File: src/rtl/emd_extrema_finder.sv
// emd_extrema_finder
//   Streaming local-extremum detector for the EMD envelope datapath. Scans a
//   signed sample stream and keeps the three most recent extrema of one type
//   (maxima when EXT_TYPE=1, minima when EXT_TYPE=0) as value/position pairs,
//   M1/P1 oldest .. M3/P3 newest. These are handed to the slope unit over a
//   valid/ready handshake.
//
//   Ports:
//     clk, rst          rising-edge clock, synchronous active-high reset
//     sample_in         signed W-bit sample
//     sample_valid      sample_in is valid
//     frame_start       accepted sample is index 0 of a new frame
//     sample_ready      block can take a sample this cycle
//     M1..M3            extremum values, oldest to newest (signed)
//     P1..P3            positions of M1..M3 (unsigned, wrap mod 2^W)
//     out_valid         M/P triple valid
//     out_ready         downstream takes the triple
//
//   Optional build macro: EMD_EDGE_PAD_EN -- when defined, the first sample
//   after reset or frame_start is pushed as a boundary extremum at position 0.

module emd_extrema_finder #(
    parameter int EXT_TYPE = 1,
    parameter int W        = 20
) (
    input  logic         clk,
    input  logic         rst,
    input  logic [W-1:0] sample_in,
    input  logic         sample_valid,
    input  logic         frame_start,
    output logic         sample_ready,
    output logic [W-1:0] M1,
    output logic [W-1:0] M2,
    output logic [W-1:0] M3,
    output logic [W-1:0] P1,
    output logic [W-1:0] P2,
    output logic [W-1:0] P3,
    output logic         out_valid,
    input  logic         out_ready
);

    typedef enum logic [1:0] {FILL0, FILL1, RUN} state_t;

    state_t              state, state_nx;
    logic signed [W-1:0] x0, x1, x2;
    logic [W-1:0]        p1, pos, pos_cur;
    logic [1:0]          cnt, cnt_base, cnt_nx;
    logic                accept, is_ext, push;
    logic [W-1:0]        push_val, push_pos;

    assign x0           = $signed(sample_in);
    // Stall input only while a triple is pending and not being taken, so the
    // M/P registers never move under a held out_valid.
    assign sample_ready = !(out_valid && !out_ready);
    assign accept       = sample_valid && sample_ready;
    // frame_start forces the accepted sample to index 0.
    assign pos_cur      = frame_start ? '0 : pos;

    // Candidate is x1; strict on the left and non-strict on the right so a
    // plateau reports its first sample.
    always_comb begin
        is_ext = 1'b0;
        if (EXT_TYPE != 0)
            is_ext = (x2 < x1) && (x1 >= x0);
        else
            is_ext = (x2 > x1) && (x1 <= x0);
    end

    always_comb begin
        state_nx = state;
        push     = 1'b0;
        push_val = x1;
        push_pos = p1;
        if (accept) begin
            if (frame_start) begin
                state_nx = FILL1;
            end else begin
                case (state)
                    FILL0:   state_nx = FILL1;
                    FILL1:   state_nx = RUN;
                    RUN: begin
                        state_nx = RUN;
                        push     = is_ext;
                    end
                    default: state_nx = FILL0;
                endcase
            end
`ifdef EMD_EDGE_PAD_EN
            // Endpoint padding: first sample of the stream/frame is a boundary extremum.
            if (frame_start || state == FILL0) begin
                push     = 1'b1;
                push_val = sample_in;
                push_pos = pos_cur;
            end
`endif
        end
    end

    // frame_start restarts the extremum count before this sample's push.
    always_comb begin
        cnt_base = (accept && frame_start) ? 2'd0 : cnt;
        cnt_nx   = (push && cnt_base != 2'd3) ? cnt_base + 2'd1 : cnt_base;
    end

    always_ff @(posedge clk) begin
        if (rst) state <= FILL0;
        else     state <= state_nx;
    end

    always_ff @(posedge clk) begin
        if (rst) begin
            x1        <= '0;
            x2        <= '0;
            p1        <= '0;
            pos       <= '0;
            cnt       <= '0;
            M1        <= '0;
            M2        <= '0;
            M3        <= '0;
            P1        <= '0;
            P2        <= '0;
            P3        <= '0;
            out_valid <= 1'b0;
        end else begin
            if (accept) begin
                x1  <= x0;
                x2  <= frame_start ? '0 : x1;
                p1  <= pos_cur;
                pos <= pos_cur + 1'b1;
                cnt <= cnt_nx;
            end
            if (push) begin
                M1 <= M2;
                M2 <= M3;
                M3 <= push_val;
                P1 <= P2;
                P2 <= P3;
                P3 <= push_pos;
            end
            if (accept && frame_start)
                out_valid <= 1'b0;
            else if (push && cnt_nx == 2'd3)
                out_valid <= 1'b1;
            else if (out_ready)
                out_valid <= 1'b0;
        end
    end

endmodule

File: config.mk
export PLATFORM = sky130hd
export DESIGN_NAME = emd_extrema_finder
export DESIGN_NICKNAME = d
export VERILOG_FILES = /design/src/rtl/emd_extrema_finder.sv
export SDC_FILE = /design/constraint.sdc
export NUM_CORES = 1
export LEC_CHECK = 0
export CORE_MARGIN = 2
export CORE_UTILIZATION = 52
export DETAILED_ROUTE_END_ITERATION = 8
export PLACE_DENSITY = 0.76
export SETUP_SLACK_MARGIN = 0.1
export SLEW_MARGIN = 20
export SYNTH_ARGS = -nofsm -noshare
export SYNTH_HDL_FRONTEND = slang
export SYNTH_SLANG_ARGS = --single-unit
File: constraint.sdc
create_clock -name clk -period 3.1 [get_ports clk]
set_input_delay 0.62 -clock clk [delete_from_list [all_inputs] [get_ports clk]]
set_output_delay 0.62 -clock clk [all_outputs]
set_load 0.005 [all_outputs]
==> impl_metrics.py, run 1 <==
metrics = {
    "status": {
        "status": "finished, final reports clean",
    },
    "place": {
        "place_area_um2": 11300,
        "hpwl_mm": 17.0,
        "portBuffers": 146,
        "pre_cts_ws_ns": -0.157,
        "gp_congestion": 0.859,
    },
    "global_routing": {
        "grt_pass1_vias": 8327,
        "grt_pass1_wl_mm": 42.8,
        "antenna_found_initial": 0,
        "grt_max_degree": 121,
        "grt_use_total_pct": 25.9,
        "gr-total-overflow": 0,
    },
    "worst_setup_path": {
        "crit_path_start_kind": "input port",
        "path_max_fanout": 5,
        "critPathRequiredTime_ns": 2.48,
        "endpoint_kind": "primary output",
        "path_class": "in -> out",
        "arrival_ns": 2.18,
    },
    "cells_and_area": {
        "antenna_cells": 0,
        "multi_input_area_um2": 4710,
        "drive_gt1_share_pct": 6.39,
        "area_delta_synth_final_pct": 27.1,
        "regArea_um2": 4100,
        "layout_commonest_cell": "a21oi_1",
        "n_fill_cell": 1448,
        "final_cell_mix": "a21oi_1, dfxtp_1, clkdlybuf4s50_1",
        "fin_nets": 1305,
        "fin_area_um2": 12000,
    },
    "clock_tree": {
        "path_clk_slew_ns": 0.06,
        "ctsResizeCount": 0,
        "clockBufferDepth": 3,
        "cts_tree": "done",
        "clkLatencyLatePin_ns": 0.50,
        "cts.sinks": 205,
        "cts-htree-levels": 1,
        "cts_root_buf": "clkbuf_16",
        "cts_buffers": 22,
        "postCtsSetupBuffers": 0,
        "hold_buffers": 0,
    },
    "route": {
        "post_drt_wl_per_cell_um": 17.8,
        "wirelength_mm": 26.3,
        "dr.max_layer_used": "met4",
        "drc": 0,
        "vias": 9100,
        "wirelength_met1_mm": 12.0,
        "drt_iter0_markers": 933,
        "ant_nets": 0,
        "first_pass_iters": 5,
        "wl_met2_mm": 12.0,
        "vias_per_cell": 6.15,
        "met3_length_mm": 1.88,
    },
    "power_and_ir_drop": {
        "clkPwrFrac_pct": 42.8,
        "powerDensity_nw_per_um2": 477,
        "leakagePower_uw": 0.00409,
        "switchingPower_uw": 1440,
        "p_comb_share_pct": 10.2,
        "internal_power_uw": 4280,
        "p_sw_share_pct": 25.2,
        "seq_power_share_pct": 47.0,
        "vdd.ir_drop.worst_mv": 0.345,
    },
    "yosys": {
        "ys_types": 47,
        "synth_edf_count": 0,
        "yosysWarnings": 0,
        "yosys.area.top_type_share_pct": 43.5,
        "ys_ff_latch": 205,
        "avgSynthCellArea_um2": 8.25,
        "yosys-top-cells-area": "dfxtp_1, a21oi_1, o31ai_1, nand4_1, ha_1",
        "synthCells": 1144,
        "yosysSeqAreaShare_pct": 43.5,
        "synthesis.nets": 1212,
        "synth_largest_area_cell": "dfxtp_1",
        "ys.flop_type": "dfxtp_1",
        "async_flop_share_pct": 0,
        "syn_area_um2": 9440,
    },
    "timing": {
        "setup_violations": 0,
        "finClkSkew_ns": 0.0135,
        "drv_slew": 0,
        "hold_viol": 0,
        "min_period_over_period_pct": 90.4,
        "worstMarginPinSlew_ns": 0.666,
        "setup_ws_ns": 0.297,
        "rsz0062_at_grt": "false",
        "fin_crit_ns": 2.80,
        "max_slew_margin_pct": 55.5,
        "hold_ws_ns": 0.454,
        "max_clock_freq_ghz": 0.357,
    },
    "worst_hold_path": {
        "holdCritPathClass": "reg -> reg",
    },
    "die": {
        "core_area_um2": 17900,
        "fp-row-count": 49,
        "fp.dieArea_um2": 19200,
        "io_pins": 147,
        "initial_utilization_pct": 52.7,
        "die_y_um": 139,
        "die_w_um": 139,
    },
    "flow_run": {
        "max-cap-violations": 0,
    },
}
-- through the flow --
| stage | TNS, ns | total power, uW | cells | util [%] |
|---|---|---|---|---|
| 6_report | 0 | 5730 | 1480 | 67.0 |
| 5_1_grt | 0 | 5920 | 1480 | 67.0 |
| 4_1_cts | 0 | 5740 | 1480 | 67.0 |
| 3_5_place_dp | -13.18 | 3320 | 1442 | 63.3 |
| 3_3_place_gp | -10.28 | 3310 | 1442 | 63.3 |
| 2_1_floorplan | 0 | 3080 | 1144 | - |
-- final cells by class --
cell class | count | area share [%]
clock inverters | 1 | 0.0730
clock buffers | 37 | 5.40
inverters | 45 | 1.41
well taps | 229 | 2.39
repair buffers | 189 | 17.3
flip-flops and latches | 205 | 34.2
multi-input cells | 774 | 39.3
-- path summary, 6_finish.rpt --
path / from / end / slack (ns) / depth (start not counted)
worst max-delay path: out_ready / sample_ready / 0.30 / 4
worst min-delay path: p1[2] / p1[2] / 0.45 / 2
worst max register to register: push_val[2] / M1[6] / 0.41 / 9
worst min register to register: p1[2] / p1[2] / 0.45 / 2
-- flip-flops by register name (all words and copies together) (netlist names) --
| signal | cells |
|---|---|
| out_valid | 1 |
| p1 | 20 |
| P2 | 20 |
| x2 | 20 |
| P1 | 20 |
| M3 | 20 |
| push_val | 20 |
| M1 | 20 |
| P3 | 20 |
| M2 | 20 |
| cnt | 2 |
| pos | 20 |
| state | 2 |
-- layer usage --
metal / global-route usage [%] / vias up
met5: 0 / -
met4: 6.43 / 0
met3: 3.76 / 29
met2: 41.1 / 380
met1: 37.5 / 4290
li1: - / 4401
-- power groups by stage --
stage	clock, uW	sequential, uW	combinational, uW
after floorplan	0	2740	343
after global placement	0	2750	566
after detailed placement	0	2750	572
after CTS	2480	2690	575
after global routing	2590	2690	633
final	2450	2690	585
-- Yosys cell counts (all sizes together) (2+ instances only) --
cell type	count
clkbuf	75
nor2	27
a211oi	2
o31ai	120
nand3b	2
dfxtp	205
xnor2	5
a21oi	207
a22oi	3
and3	11
ha	43
and2	3
nor3	7
inv	45
nor4	3
nand2	131
and4	6
mux2i	2
a21o	3
nand3	16
o21ai	15
or3	2
nand2b	3
nand4	133
buf	45
nor2b	9
or2	2
o211ai	3
xor2	4
-- critical path, stage by stage --
cell             delay [ns]
clkdlybuf4s50_1        0.40
nor2b_1                0.43
inv_1                  0.22
clkdlybuf4s50_1        0.51
-- cells by family (layout without fill, tap and decap cells) --
family	Yosys count	in the layout	share of synthesized area [%]
flip-flops	205	205	43.5
AO/OA/AOI/OAI	363	363	23.2
adder cells (fa/ha/maj)	43	43	5.70
XOR/XNOR	9	9	0.835
AND/OR/NAND/NOR	357	357	19.4
buffers and inverters	165	272	7.12
multiplexers	2	2	0.212
(Power assumes the default switching activity.)
==> inputs of run 2 (changes only) <==
- CELL_PAD_IN_SITES_DETAIL_PLACEMENT: default -> 1
- CELL_PAD_IN_SITES_GLOBAL_PLACEMENT: default -> 2
- CORE_UTILIZATION: 52 -> 32
- PLACE_DENSITY: 0.76 -> 0.78
==> impl_metrics.py, run 2 (synthesized netlist as in run 1, its figures left out) <==
metrics = {
    "worst_setup_path": {
        "worst_r2r_startpoint": "push_val[2]",
        "endpoint_kind": "flop",
        "path_max_fanout": 24,
        "slowest_stage": "clkdlybuf4s50_1",
        "startpoint": "sample_in[15]",
        "crit_chain": "clkdlybuf4s50_1 -> inv_1 -> ha_1 -> nand4_1 -> nor4_2 -> a21bo_2 -> and4_4 -> buf_12 -> o31ai_1 -> a21oi_1",
        "critPathMaxStageDelay_ns": 0.54,
        "critPathTopFamily": "buffers and inverters",
        "path_class": "in -> reg",
        "arrival_ns": 3.14,
        "cp_num_buf_inv": 3,
        "crit_path_start_kind": "input port",
        "critPathRequiredTime_ns": 3.46,
    },
    "timing": {
        "fin_crit_ns": 2.78,
        "max_slew_margin_pct": 49.7,
        "setup_tns_ns": 0,
        "finClkSkew_ns": 0.0165,
        "rsz0062_at_grt": "false",
        "setup_violations": 0,
        "hold_viol": 0,
        "drv_slew": 0,
        "worstMarginPinSlew_ns": 0.755,
        "min_period_over_period_pct": 89.5,
        "max_clock_freq_ghz": 0.360,
    },
    "route": {
        "wirelength_mm": 31.0,
        "ant_nets": 0,
        "vias": 9075,
        "drt_iter0_markers": 701,
        "drc": 0,
        "post_drt_wl_per_cell_um": 18.7,
        "first_pass_iters": 7,
        "vias_per_cell": 5.47,
    },
    "clock_tree": {
        "cts.sinks": 205,
        "clkLatencyLatePin_ns": 0.52,
        "path_clk_slew_ns": 0.06,
        "cts_tree": "done",
        "cts-htree-levels": 1,
        "clockBufferDepth": 3,
        "cts_root_buf": "clkbuf_16",
        "cts_buffers": 24,
        "hold_buffers": 0,
        "postCtsSetupBuffers": 0,
    },
    "power_and_ir_drop": {
        "p_sw_share_pct": 24.5,
        "finalPower_uw": 6380,
        "vdd.ir_drop.worst_mv": 0.337,
        "leakagePower_uw": 0.00430,
        "seq_power_share_pct": 42.2,
        "powerDensity_nw_per_um2": 508,
        "switchingPower_uw": 1560,
        "internal_power_uw": 4820,
        "clkPwrFrac_pct": 48.3,
        "p_comb_share_pct": 9.5,
    },
    "cells_and_area": {
        "drive_gt1_share_pct": 8.86,
        "final_cell_mix": "a21oi_1, dfxtp_1, clkdlybuf4s50_1",
        "antenna_cells": 0,
        "layout_commonest_cell": "a21oi_1",
        "fin_nets": 1325,
        "area_delta_synth_final_pct": 33.2,
    },
    "worst_hold_path": {
        "hold_start": "rst",
        "holdCritPathClass": "in -> reg",
    },
    "die": {
        "io_pins": 147,
        "fp.dieArea_um2": 30900,
        "die_w_um": 176,
        "core_area_um2": 28900,
        "die_y_um": 176,
        "initial_utilization_pct": 32.7,
        "fp-row-count": 62,
    },
    "global_routing": {
        "gr-total-overflow": 0,
        "antenna_found_initial": 0,
        "grt_pass1_vias": 9169,
        "grt_pass1_wl_mm": 51.0,
        "grt_max_degree": 148,
        "grt_use_total_pct": 19.8,
    },
    "place": {
        "hpwl_mm": 21.2,
        "gp_congestion": 0.782,
        "portBuffers": 146,
    },
    "flow_run": {
        "max-cap-violations": 0,
    },
    "status": {
        "status": "finished, final reports clean",
    },
}
run 2: cell type report:
cell class	instances	area, um^2
inverters	45	169
flip-flops and latches	205	4100
repair buffers	207	2230
well taps	384	480
fillers	3318	16300
clock buffers	35	723
clock inverters	9	145
multi-input cells	774	4720
run 2: final timing paths:
path                   to  slack (ns)  cells after the start
setup reg to reg   P3[12]        0.48                      9
hold reg to reg    x2[12]        0.46                      2
setup / recovery    P3[2]        0.32                     10
hold / removal    pos[16]        0.45                      2
run 2: power by group through the flow:
stage	logic [uW]	clock network (uW)	registers, uW
2_1_floorplan	343	0	2740
3_3_place_gp	596	0	2750
3_5_place_dp	605	0	2750
4_1_cts	609	3160	2690
5_1_grt	671	3260	2700
6_report	607	3080	2690
run 2: worst register-to-register path, delay by kind of cell, from the launching register on:
| family | cells | cell delay [ns] |
|---|---|---|
| DFF | 1 | 0.44 |
| buffers and inverters | 2 | 0.34 |
| and+or+nand+nor | 1 | 0.16 |
| adders and majority gates | 1 | 0.29 |
| AOI/OAI and AO/OA | 5 | 1.30 |
run 2: repair_timing:
| item | 4_1_cts | 5_1_grt |
|---|---|---|
| setup endpoints to repair | 0 | 1 |
| endpoints found under the hold margin | 0 | 0 |
| gates resized for setup | 0 | 1 |
run 2: through the flow:
step	utilization, %	instances	area, um^2	hold WS (ns)	setup WS, ns
floorplan	-	1144	9440	0.432	0.548
global placement	40.5	1615	11700	0.442	-0.112
detailed placement	40.5	1615	11700	0.449	-0.180
CTS	43.5	1659	12600	0.436	0.293
global route	43.6	1659	12600	0.461	0.170
finish	43.6	1659	12600	0.452	0.324
run 2: per-layer routing:
metal | GRT usage [%] | wire length [um]
met3 | 2.25 | 1090
met4 | 3.31 | 354
met5 | 0 | 0
met1 | 28.5 | 15100
met2 | 32.5 | 14400
